$ cat config.mk
export PLATFORM = sky130hd
export DESIGN_NAME = preg_free_list
export DESIGN_NICKNAME = d
export VERILOG_FILES = /design/src/rtl/preg_free_list.sv
export SDC_FILE = /design/constraint.sdc
export NUM_CORES = 1
export LEC_CHECK = 0
export ABC_AREA = 0
export CORE_MARGIN = 2
export CORE_UTILIZATION = 40
export CTS_BUF_LIST = sky130_fd_sc_hd__clkbuf_8
export DETAILED_ROUTE_END_ITERATION = 6
export PLACE_DENSITY_LB_ADDON = 0.25
export SLEW_MARGIN = 20
export SYNTH_ARGS = -nofsm -noshare
export SYNTH_HDL_FRONTEND = slang
export SYNTH_SLANG_ARGS = --single-unit
$ cat constraint.sdc
create_clock -name clk -period 5.9 [get_ports clk]
set_clock_uncertainty 0.1 [all_clocks]
set_input_delay 1.18 -clock clk [delete_from_list [all_inputs] [get_ports clk]]
set_output_delay 1.18 -clock clk [all_outputs]
set_load 0.05 [all_outputs]
$ cat src/rtl/preg_free_list.sv
// Physical-register free list for the rename stage.
// A circular FIFO of free physical tags. After reset it loads tags
// FIRST_FREE .. FIRST_FREE+DEPTH-1 by itself, one per cycle, then serves one
// allocation and one release per cycle. A release into a full list is dropped
// and latches a sticky overflow flag.
module preg_free_list #(
    parameter int PREG_W     = 6,
    parameter int DEPTH      = 32,
    parameter int FIRST_FREE = 32
) (
    input  logic              clk,
    input  logic              rst,
    input  logic              alloc_req,
    output logic              alloc_grant,
    output logic [PREG_W-1:0] alloc_preg,
    input  logic              rel_valid,
    input  logic [PREG_W-1:0] rel_preg,
    output logic              ready,
    output logic              empty,
    output logic [PREG_W-1:0] count,
    output logic              overflow
);

    localparam int AW = (DEPTH > 1) ? $clog2(DEPTH) : 1;
    localparam logic [PREG_W:0] DEPTH_C = (PREG_W+1)'(DEPTH);

    typedef enum logic [0:0] {
        ST_INIT = 1'b0,
        ST_RUN  = 1'b1
    } state_e;

    state_e            state_q;
    logic [AW-1:0]     head_q;
    logic [AW-1:0]     head_d;
    logic [AW-1:0]     tail_q;
    logic [AW-1:0]     tail_d;
    logic [AW-1:0]     idx_q;
    logic [PREG_W-1:0] count_q;
    logic [PREG_W-1:0] count_d;
    logic              empty_q;
    logic              ready_q;
    logic              overflow_q;
    logic [PREG_W-1:0] mem_q [DEPTH];

    logic              run_s;
    logic              grant_s;
    logic              rel_nz_s;
    logic [PREG_W:0]   net_count_s;
    logic              full_s;
    logic              rel_acc_s;
    logic              rel_ovf_s;
    logic              wr_en_s;
    logic [PREG_W-1:0] wr_data_s;

    // Grant and release decisions; fullness accounts for a same-cycle grant.
    always_comb begin
        run_s       = (state_q == ST_RUN);
        grant_s     = run_s & alloc_req & ~empty_q;
        rel_nz_s    = run_s & rel_valid & (rel_preg != {PREG_W{1'b0}});
        net_count_s = {1'b0, count_q} - {{PREG_W{1'b0}}, grant_s};
        full_s      = (net_count_s >= DEPTH_C);
        rel_acc_s   = rel_nz_s & ~full_s;
        rel_ovf_s   = rel_nz_s & full_s;
    end

    // Next pointers, occupancy and the single storage write port.
    always_comb begin
        wr_en_s   = 1'b0;
        wr_data_s = rel_preg;
        head_d    = head_q;
        tail_d    = tail_q;
        count_d   = count_q;
        if (run_s) begin
            wr_en_s   = rel_acc_s;
            wr_data_s = rel_preg;
            if (grant_s) begin
                head_d = head_q + AW'(1);
            end else begin
                head_d = head_q;
            end
            if (rel_acc_s) begin
                tail_d = tail_q + AW'(1);
            end else begin
                tail_d = tail_q;
            end
            count_d = count_q + {{(PREG_W-1){1'b0}}, rel_acc_s}
                              - {{(PREG_W-1){1'b0}}, grant_s};
        end else begin
            // Init: load the next sequential tag at the tail.
            wr_en_s   = 1'b1;
            wr_data_s = PREG_W'(FIRST_FREE) + PREG_W'(idx_q);
            head_d    = head_q;
            tail_d    = tail_q + AW'(1);
            count_d   = count_q + PREG_W'(1);
        end
    end

    // Controller FSM plus pointer, count and registered status outputs.
    always_ff @(posedge clk) begin
        if (rst) begin
            state_q    <= ST_INIT;
            head_q     <= {AW{1'b0}};
            tail_q     <= {AW{1'b0}};
            idx_q      <= {AW{1'b0}};
            count_q    <= {PREG_W{1'b0}};
            empty_q    <= 1'b1;
            ready_q    <= 1'b0;
            overflow_q <= 1'b0;
        end else begin
            head_q  <= head_d;
            tail_q  <= tail_d;
            count_q <= count_d;
            empty_q <= (count_d == {PREG_W{1'b0}});
            case (state_q)
                ST_INIT: begin
                    idx_q      <= idx_q + AW'(1);
                    overflow_q <= overflow_q;
                    if (idx_q == AW'(DEPTH - 1)) begin
                        state_q <= ST_RUN;
                        ready_q <= 1'b1;
                    end else begin
                        state_q <= ST_INIT;
                        ready_q <= 1'b0;
                    end
                end
                ST_RUN: begin
                    state_q <= ST_RUN;
                    idx_q   <= idx_q;
                    ready_q <= 1'b1;
                    if (rel_ovf_s) begin
                        overflow_q <= 1'b1;
                    end else begin
                        overflow_q <= overflow_q;
                    end
                end
                default: begin
                    state_q    <= ST_INIT;
                    idx_q      <= {AW{1'b0}};
                    ready_q    <= 1'b0;
                    overflow_q <= overflow_q;
                end
            endcase
        end
    end

    // Tag storage; contents need no reset because init rewrites every slot.
    always_ff @(posedge clk) begin
        if (!rst && wr_en_s) begin
            mem_q[tail_q] <= wr_data_s;
        end
    end

    assign alloc_grant = grant_s;
    assign alloc_preg  = mem_q[head_q];
    assign ready       = ready_q;
    assign empty       = empty_q;
    assign count       = count_q;
    assign overflow    = overflow_q;

endmodule

==> flow_metrics.py, run 1 <==
metrics = {
    "sta": {
        "hold_violations": 0,
        "maxSlewHeadroom_pct": 42.98,
        "setup_viol": 0,
        "rsz0062_at_grt": "no",
        "max_freq_mhz": 199.3,
        "drv_slew": 0,
        "fin_tns_setup_ns": 0,
        "finalWorstPathRequiredPeriod_ns": 5.017,
        "whs_ns": 0.4075,
        "tightestPinTransition_ns": 0.8541,
        "min_period_over_period_pct": 85.03,
    },
    "yosys": {
        "synth_area_um2": 9136,
        "synth.distinct_cells": 49,
        "async_flop_share_pct": 0,
        "ys.warnings.count": 0,
        "yosysSeqAreaShare_pct": 69.46,
        "avgSynthCellArea_um2": 18.49,
        "yosys_register_bits": 221,
        "synth_ff_type": "edfxtp_1",
        "syn_inst": 494,
        "synthesis.nets": 528,
        "synth_edf_count": 192,
    },
    "critical_path": {
        "critical_path_class": "register to output pin",
        "critical_path.top_delay_family": "multiplexers",
        "worst_path_most_repeated_cell": "mux4_2",
        "slowest_delay_ns": 0.75,
        "worstPathArrival_ns": 3.74,
        "endpoint_kind": "output pin",
        "cp_slowest_cell": "dfxtp_4",
        "cp-start-kind": "register",
        "cp_max_fo": 31,
        "cp_num_buf_inv": 2,
        "path_cells": "buf_4 -> mux4_2 -> mux4_2 -> mux2_2 -> clkdlybuf4s50_1",
        "cp_data_required_time_ns": 4.62,
    },
    "clocking": {
        "clk_path_buf_depth": 3,
        "cts.clk_slew.worst_paths_ns": 0.06,
        "cts_tree": "built",
        "cts_num_sinks": 221,
        "h-tree-depth": 2,
        "postCtsSetupRepairBufs": 0,
        "cts_hold_buf": 0,
        "clock-root-buffer": "clkbuf_8",
        "clock_latency_ns": 0.52,
        "ctsResizeCount": 0,
        "numCtsBuffers": 38,
    },
    "floorplan": {
        "row_count": 55,
        "core_area_um2": 22500,
        "die_w_um": 155.1,
        "die_area_um2": 24070,
        "initial_core_util_pct": 40.60,
        "pin_count": 26,
        "die_h_um": 155.1,
    },
    "placement": {
        "hpwl_um": 11550,
        "place_congestion": 0.7453,
        "io_buffers": 25,
        "place_inst": 790,
    },
    "detailed_routing": {
        "via_per_inst": 5.387,
        "wl_um": 18370,
        "wl_per_cell_um": 21.46,
        "drt_iter0_drc": 298,
        "first_pass_iters": 4,
        "drc": 0,
        "ant_nets": 0,
        "via_count": 4611,
    },
    "cells_and_area": {
        "area_growth_pct": 13.48,
        "drive_above_1_share_pct": 22.59,
        "n_fill_cell": 1875,
        "fin_nets": 579,
        "fin_cells": 856,
        "final_util_pct": 46.07,
        "diodes": 0,
    },
    "power": {
        "sequentialPowerShare_pct": 55.7,
        "clock_power_share_pct": 40.1,
        "report.power.total_uw": 3088,
        "switchingPower_uw": 677.6,
        "combinationalPowerShare_pct": 4.2,
        "irDropWorstVdd_mv": 0.1671,
        "internal_power_uw": 2410,
        "leakagePower_uw": 0.003356,
        "powerDensity_nw_per_um2": 297.8,
        "switching_share_pct": 21.94,
    },
    "hold_path": {
        "hp-class": "register to register",
    },
    "grt": {
        "overflow": 0,
        "grt_pass1_vias": 4805,
        "antenna_found_initial": 0,
        "grt_usage_pct": 16.07,
        "grt_first_pass_wirelength_um": 28770,
        "grt_max_degree": 33,
    },
    "outcome": {
        "status": "complete, no violations",
    },
    "run": {
        "maxCapViolCount": 0,
    },
}
==> worst paths after layout <==
kind	startpoint	end	slack, ns	cells after the start
worst max-delay path	register	alloc_preg[5]	0.88	5
worst min-delay path	overflow	overflow	0.41	1
worst max register to register	ready	empty	1.87	17
worst min register to register	overflow	overflow	0.41	1
==> routing by layer <==
metal | global-route usage, % | vias up | share of wire [%]
met5 | 0 | - | 0
met4 | 5.688 | 0 | 2.0
met3 | 3.510 | 32 | 5.4
met2 | 25.10 | 130 | 47
met1 | 22.46 | 2383 | 45
li1 | - | 2066 | -
==> kinds of logic (layout without fill, tap and decap cells) <==
kind of cell    after synthesis  after routing  synth area share (%)
xor+xnor                     15             15                 1.438
fa+ha+maj                    24             24                 3.369
flops                       221            221                 69.46
simple gates                102            102                 5.437
compound gates               22             22                 1.685
buf+inv                      32            109                 1.630
mux                          78             78                 16.98
==> area by class of cell <==
type,count,area [um^2],area share (%)
flip-flops and latches,221,6351,61.26
multi-input cells,241,2641,25.48
clock buffers,39,536.8,5.177
well taps,285,356.6,3.440
repair buffers,32,302.8,2.921
clock inverters,27,137.6,1.328
inverters,11,41.29,0.3983
==> synth_stat cells, types with 2 or more instances <==
master / number / area [um^2]
a211oi_1: 2 / 15.01
mux2_2: 10 / 112.6
or4_1: 2 / 15.01
or3_1: 2 / 12.51
ha_1: 23 / 287.8
mux2_1: 3 / 33.78
nor3b_1: 2 / 15.01
nor2_1: 60 / 225.2
clkbuf_1: 14 / 52.55
xor2_1: 5 / 43.79
nand2b_1: 5 / 31.28
nand4_1: 3 / 18.77
a21oi_1: 6 / 30.03
xnor2_1: 10 / 87.58
or3b_2: 2 / 17.52
nand3b_1: 8 / 60.06
mux2i_1: 5 / 50.05
buf_1: 2 / 7.510
o21ai_0: 2 / 10.01
buf_2: 2 / 10.01
mux4_2: 59 / 1329
nor2b_1: 4 / 25.02
buf_6: 2 / 22.52
edfxtp_1: 192 / 5766
nand3_1: 3 / 15.01
nand2_1: 6 / 22.52
dfxtp_1: 29 / 580.6
inv_1: 10 / 37.54
==> power groups by stage <==
| stage | sequential, uW | combinational [uW] | clock [uW] |
|---|---|---|---|
| after detailed placement | 1750 | 129 | 0 |
| after global placement | 1750 | 126 | 0 |
| after global routing | 1720 | 141 | 1350 |
| after CTS | 1720 | 130 | 1280 |
| after floorplan | 1760 | 74.9 | 0 |
| final | 1720 | 129 | 1240 |
==> worst reg2reg max path, stage by stage (launching register included) <==
cell and delay (ns):
dfxtp_1 0.30, buf_4 0.32, nand2_1 0.12, nor2_1 0.10
buf_4 0.16, ha_1 0.17, nand3_1 0.10, xnor2_1 0.16
or4b_1 0.54, ha_1 0.28, inv_1 0.04, ha_1 0.20
fa_1 0.40, nand2b_1 0.09, a21oi_1 0.08, or3_1 0.31
a311oi_1 0.33, nor3_1 0.10
==> placed cells by master, fill, tap and decap left out, types with 2 or more instances in the layout <==
master,instances
a211oi_1,2
a21oi_1,6
buf_4,7
clkbuf_8,39
clkdlybuf4s50_1,25
clkinv_1,4
clkinv_2,5
dfxtp_1,27
edfxtp_1,192
ha_1,23
inv_1,26
mux2_1,2
mux2_2,11
mux2i_1,5
mux4_2,59
nand2_1,6
nand2b_1,5
nand3_1,3
nand3b_1,8
nand4_1,3
nor2_1,60
nor2b_1,4
nor3b_1,2
o21ai_0,2
or3_1,2
or3b_2,2
or4_1,2
xnor2_1,10
xor2_1,5
==> per-stage QoR <==
stage                     setup slack (ns)  instance area (um^2)
after floorplan                     0.7003                  9136
after global placement              0.9785                  9693
after detailed placement            0.9044                  9693
after CTS                           0.7799                 10370
after global routing                0.6846                 10370
final                               0.8833                 10370
==> sequential cells by signal (all words and copies together), names as in the netlist, named ones only <==
register and flops:
mem_q 192, idx_q 5, overflow 1, ready 1, head_q 5, count 6
empty 1, tail_q 5
Note: power is estimated with default switching activity, not from simulation.
==> run 2: changes to the inputs <==
--- a/config.mk
+++ b/config.mk
@@ -10,7 +10,9 @@
 export CORE_UTILIZATION = 40
 export CTS_BUF_LIST = sky130_fd_sc_hd__clkbuf_8
 export DETAILED_ROUTE_END_ITERATION = 6
+export GPL_TIMING_DRIVEN = 0
 export PLACE_DENSITY_LB_ADDON = 0.25
+export SETUP_SLACK_MARGIN = 0.5
 export SLEW_MARGIN = 20
 export SYNTH_ARGS = -nofsm -noshare
 export SYNTH_HDL_FRONTEND = slang
==> run 2 against run 1 <==
Effect of this change: setup slack got worse by 0.018 ns; cell count is 1.4% higher; clock-buffer cell count unchanged; wire length increased by 5.5%; sequential power about the same; global-route usage rose by 0.57 points; critical path depth is 1 higher; combinational power hardly changed; critical path type unchanged; critical endpoint is now alloc_preg[2]; largest power group unchanged.
==> flow_metrics.py, run 2 (synthesized netlist as in run 1, its figures left out) <==
metrics = {
    "outcome": {
        "status": "complete, no violations",
    },
    "sta": {
        "drv_slew": 0,
        "maxSlewHeadroom_pct": 41.26,
        "max_freq_mhz": 198.6,
        "min_period_over_period_pct": 85.33,
        "finalWorstPathRequiredPeriod_ns": 5.035,
        "rsz0062_at_grt": "no",
        "hold_violations": 0,
        "fin_tns_setup_ns": 0,
        "setup_viol": 0,
        "tightestPinTransition_ns": 0.8811,
    },
    "power": {
        "powerDensity_nw_per_um2": 300.0,
        "irDropWorstVdd_mv": 0.1478,
        "leakagePower_uw": 0.003362,
    },
    "critical_path": {
        "critical_path_class": "register to output pin",
        "slowest_delay_ns": 0.71,
        "cp-start-kind": "register",
        "endpoint_kind": "output pin",
        "path_cells": "buf_1 -> clkbuf_2 -> mux4_2 -> mux4_2 -> mux2_2 -> clkdlybuf4s50_1",
        "cp_data_required_time_ns": 4.62,
        "cp_slowest_cell": "clkdlybuf4s50_1",
        "worst_path_most_repeated_cell": "mux4_2",
        "r2r_slack_ns": 1.20,
        "cp_num_buf_inv": 3,
        "critical_path.top_delay_family": "buffers and inverters",
        "cp_max_fo": 10,
        "worstPathArrival_ns": 3.75,
    },
    "floorplan": {
        "core_area_um2": 22500,
        "row_count": 55,
        "initial_core_util_pct": 40.60,
        "die_h_um": 155.1,
        "die_area_um2": 24070,
        "die_w_um": 155.1,
        "pin_count": 26,
    },
    "grt": {
        "grt_usage_pct": 16.65,
        "grt_first_pass_wirelength_um": 29560,
        "antenna_found_initial": 0,
        "overflow": 0,
        "grt_pass1_vias": 5021,
        "grt_max_degree": 33,
    },
    "placement": {
        "postPlaceCellArea_um2": 9746,
        "place_inst": 804,
        "io_buffers": 25,
        "hpwl_um": 12640,
        "place_congestion": 0.7953,
    },
    "cells_and_area": {
        "multi_input_area_um2": 2644,
        "fin_nets": 592,
        "area_growth_pct": 14.32,
        "largest-register": "mem_q",
        "drive_above_1_share_pct": 22.30,
        "n_fill_cell": 1920,
        "layout_commonest_cell": "edfxtp_1",
        "final_cell_mix": "edfxtp_1, nor2_1, mux4_2, clkbuf_8, dfxtp_1",
        "regArea_um2": 6346,
        "fin_cells": 868,
        "largest_reg_flops": 192,
        "final_util_pct": 46.42,
        "diodes": 0,
        "fin_area_um2": 10450,
    },
    "detailed_routing": {
        "via_count": 4594,
        "ant_nets": 0,
        "first_pass_iters": 4,
        "wl_um": 19380,
        "via_per_inst": 5.293,
        "drt_iter0_drc": 276,
        "drc": 0,
        "wl_per_cell_um": 22.32,
    },
    "clocking": {
        "cts_num_sinks": 221,
        "cts.clk_slew.worst_paths_ns": 0.06,
        "cts_tree": "built",
        "postCtsSetupRepairBufs": 0,
        "cts_hold_buf": 0,
        "clk_path_buf_depth": 3,
        "numCtsBuffers": 37,
        "ctsResizeCount": 0,
        "h-tree-depth": 2,
        "clock_latency_ns": 0.51,
        "clock-root-buffer": "clkbuf_8",
    },
    "hold_path": {
        "hp-class": "register to register",
    },
    "run": {
        "maxCapViolCount": 0,
    },
}
run 2: changes by cell type in the layout (fill, tap and decap cells not counted), sizes merged:
cell and delta:
clkinv +2, clkbuf +13, bufinv +1, clkinvlp +1, buf +1, inv -6
run 2: worst paths after layout:
check        startpoint             to  cells past startpoint
max reg2reg       ready          empty                     16
min            overflow       overflow                      1
max            register  alloc_preg[2]                      6
min reg2reg    overflow       overflow                      1
run 2: routing by layer:
layer,part of all wire [%],vias up,global-route usage [%]
met5,0,-,0
met4,2.1,0,5.688
met3,8.6,35,3.315
met2,48,143,26.86
met1,41,2332,22.79
li1,-,2084,-
run 2: layout make-up:
class	instances	area share [%]
Buffer	21	1.054
Clock buffer	39	5.139
Clock inverter	25	1.533
Inverter	11	0.3953
Multi-Input combinational cell	241	25.31
Sequential cell	221	60.76
Tap cell	285	3.414
Timing Repair Buffer	25	2.396
run 2: power by group:
group          internal [uW]  total, uW  switching, uW
sequential              1710       1720           10.0
combinational           45.8        130           84.1
clock                    699       1280            586
total                   2450       3130            680
run 2: metrics by stage:
step                power (uW)  worst slack [ns]  hold WS (ns)
detailed placement        1883            0.4330        0.3709
floorplan                 1832            0.7003        0.3847
finish                    3134            0.8654        0.3806
CTS                       3171            0.5722        0.3894
global placement          1878            0.4521        0.3603
global route              3252            0.7056        0.4113
==> run 3: changes to the inputs <==
--- a/config.mk
+++ b/config.mk
@@ -10,6 +10,7 @@
 export CORE_UTILIZATION = 40
 export CTS_BUF_LIST = sky130_fd_sc_hd__clkbuf_8
 export DETAILED_ROUTE_END_ITERATION = 6
+export DONT_BUFFER_PORTS = 1
 export GPL_TIMING_DRIVEN = 0
 export PLACE_DENSITY_LB_ADDON = 0.25
 export SETUP_SLACK_MARGIN = 0.5
==> run 3 against run 2 <==
Effect of this change: power shrank 2.1%; die area is the same; highest routed layer unchanged; fmax grew 2.7%; setup slack gained 0.13 ns; sequential share of layout area grew 1.5 points; register-to-register slack lost 0.20 ns; critical path depth grew 11.
==> flow_metrics.py, run 3 (synthesized netlist as in run 1, its figures left out) <==
metrics = {
    "outcome": {
        "status": "complete, no violations",
    },
    "hold_path": {
        "hp-class": "register to register",
        "whs_endpoint": "idx_q[3]",
        "hp-start": "idx_q[3]",
        "min_delay_path_depth": 2,
    },
    "grt": {
        "grt_first_pass_wirelength_um": 29210,
        "grt_usage_pct": 16.48,
        "grt_pass1_vias": 4841,
        "overflow": 0,
        "antenna_found_initial": 0,
        "grt_max_degree": 33,
    },
    "sta": {
        "finalWorstPathRequiredPeriod_ns": 4.900,
        "min_period_over_period_pct": 83.05,
        "rsz0062_at_grt": "no",
        "maxSlewHeadroom_pct": 38.77,
        "fin_tns_setup_ns": 0,
        "tightestPinTransition_ns": 0.9184,
        "max_freq_mhz": 204.1,
        "hold_violations": 0,
        "drv_slew": 0,
        "setup_viol": 0,
        "whs_ns": 0.4387,
    },
    "power": {
        "report.power.total_uw": 3067,
        "irDropWorstVdd_mv": 0.1763,
        "powerDensity_nw_per_um2": 300.9,
        "leakagePower_uw": 0.003259,
    },
    "clocking": {
        "postCtsSetupRepairBufs": 0,
        "clock-root-buffer": "clkbuf_8",
        "numCtsBuffers": 39,
        "cts_num_sinks": 221,
        "h-tree-depth": 2,
        "clock_latency_ns": 0.52,
        "clk_path_buf_depth": 3,
        "cts.clk_slew.worst_paths_ns": 0.06,
        "ctsResizeCount": 0,
        "cts_hold_buf": 0,
        "cts_tree": "built",
    },
    "critical_path": {
        "cp_slowest_cell": "dfxtp_1",
        "r2r-end": "empty",
        "slowest_delay_ns": 0.76,
        "cp_num_buf_inv": 3,
        "worstPathArrival_ns": 5.19,
        "r2r_start": "ready",
        "reg2regPathDepth": 17,
        "worst_path_most_repeated_cell": "ha_1",
        "cp_data_required_time_ns": 6.19,
        "endpoint_kind": "register",
        "path_cells": "clkbuf_1 -> nand2_1 -> nor2_2 -> buf_8 -> ha_1 -> nand3_1 -> xnor2_1 -> or4b_1 -> ha_1 -> inv_1 -> ha_1 -> fa_1 -> nand2b_1 -> a21oi_1 -> or3_1 -> a311oi_1 -> nor3_1",
        "critical_path_class": "register to register",
        "r2r_slack_ns": 1.0,
        "critical_path.top_delay_family": "simple AND/OR/NAND/NOR gates",
        "crit_start": "ready",
        "cp_max_fo": 10,
        "cp-start-kind": "register",
    },
    "cells_and_area": {
        "fin_area_um2": 10190,
        "final_util_pct": 45.29,
        "final_cell_mix": "edfxtp_1, mux4_2, nor2_1, clkbuf_8, dfxtp_1",
        "layout_commonest_cell": "edfxtp_1",
        "diodes": 0,
        "fin_nets": 570,
        "drive_above_1_share_pct": 22.44,
        "largest_reg_flops": 192,
        "area_growth_pct": 11.56,
        "largest-register": "mem_q",
    },
    "run": {
        "maxCapViolCount": 0,
    },
    "detailed_routing": {
        "wl_per_cell_um": 22.74,
        "ant_nets": 0,
        "via_per_inst": 5.387,
        "via_count": 4584,
        "wl_um": 19350,
        "drc": 0,
        "drt_iter0_drc": 326,
        "first_pass_iters": 5,
    },
    "floorplan": {
        "row_count": 55,
        "die_h_um": 155.1,
        "core_area_um2": 22500,
        "initial_core_util_pct": 40.60,
        "die_w_um": 155.1,
        "die_area_um2": 24070,
        "pin_count": 26,
    },
    "placement": {
        "hpwl_um": 12650,
        "place_congestion": 0.8237,
        "postPlaceCellArea_um2": 9513,
        "io_buffers": 0,
    },
}
## run 3: cell type report
type / instances / area, um^2
buffer: 21 / 107.6
clock buffer: 40 / 550.5
clock inverter: 31 / 128.9
fill: 1921 / 12310
inverter: 11 / 41.29
multi-input combinational: 241 / 2646
sequential: 221 / 6346
tap: 285 / 356.6
timing repair buffer: 1 / 15.01
## run 3: report_power, final
part	leakage [uW]	internal [uW]	switching, uW
Sequential	0.00200	1710	19.5
Clock	0.000382	631	602
Combinational	0.000874	32.6	73.0
## run 3: worst max-delay path by stage
stage          endpoint  slack (ns)  cells after the start
3_3_place_gp      empty        0.19                     16
5_1_grt           empty        0.60                     17
2_1_floorplan     empty        0.70                     15
4_1_cts           empty        0.96                     17
6_report          empty         1.0                     17
3_5_place_dp      empty        0.97                     17
## run 3: metrics by stage
stage | instances | worst slack (ns)
4_1_cts | 851 | 0.9589
6_report | 851 | 0.9999
2_1_floorplan | 494 | 0.7003
5_1_grt | 851 | 0.5998
3_3_place_gp | 779 | 0.1855
3_5_place_dp | 780 | 0.9720
## run 3: per-layer routing
metal	GRT usage, %	vias up	wire (um)
li1	-	2049	-
met2	25.52	140	8958
met3	3.593	33	1264
met5	0	-	0
met1	23.57	2362	8793
met4	4.982	0	336
## run 3: tightest hold or removal path, delay by kind of cell, from the launching register on
family           cells  cell delay (ns)
AND/OR/NAND/NOR      1             0.07
flip-flops           1             0.35
XOR/XNOR             1             0.08
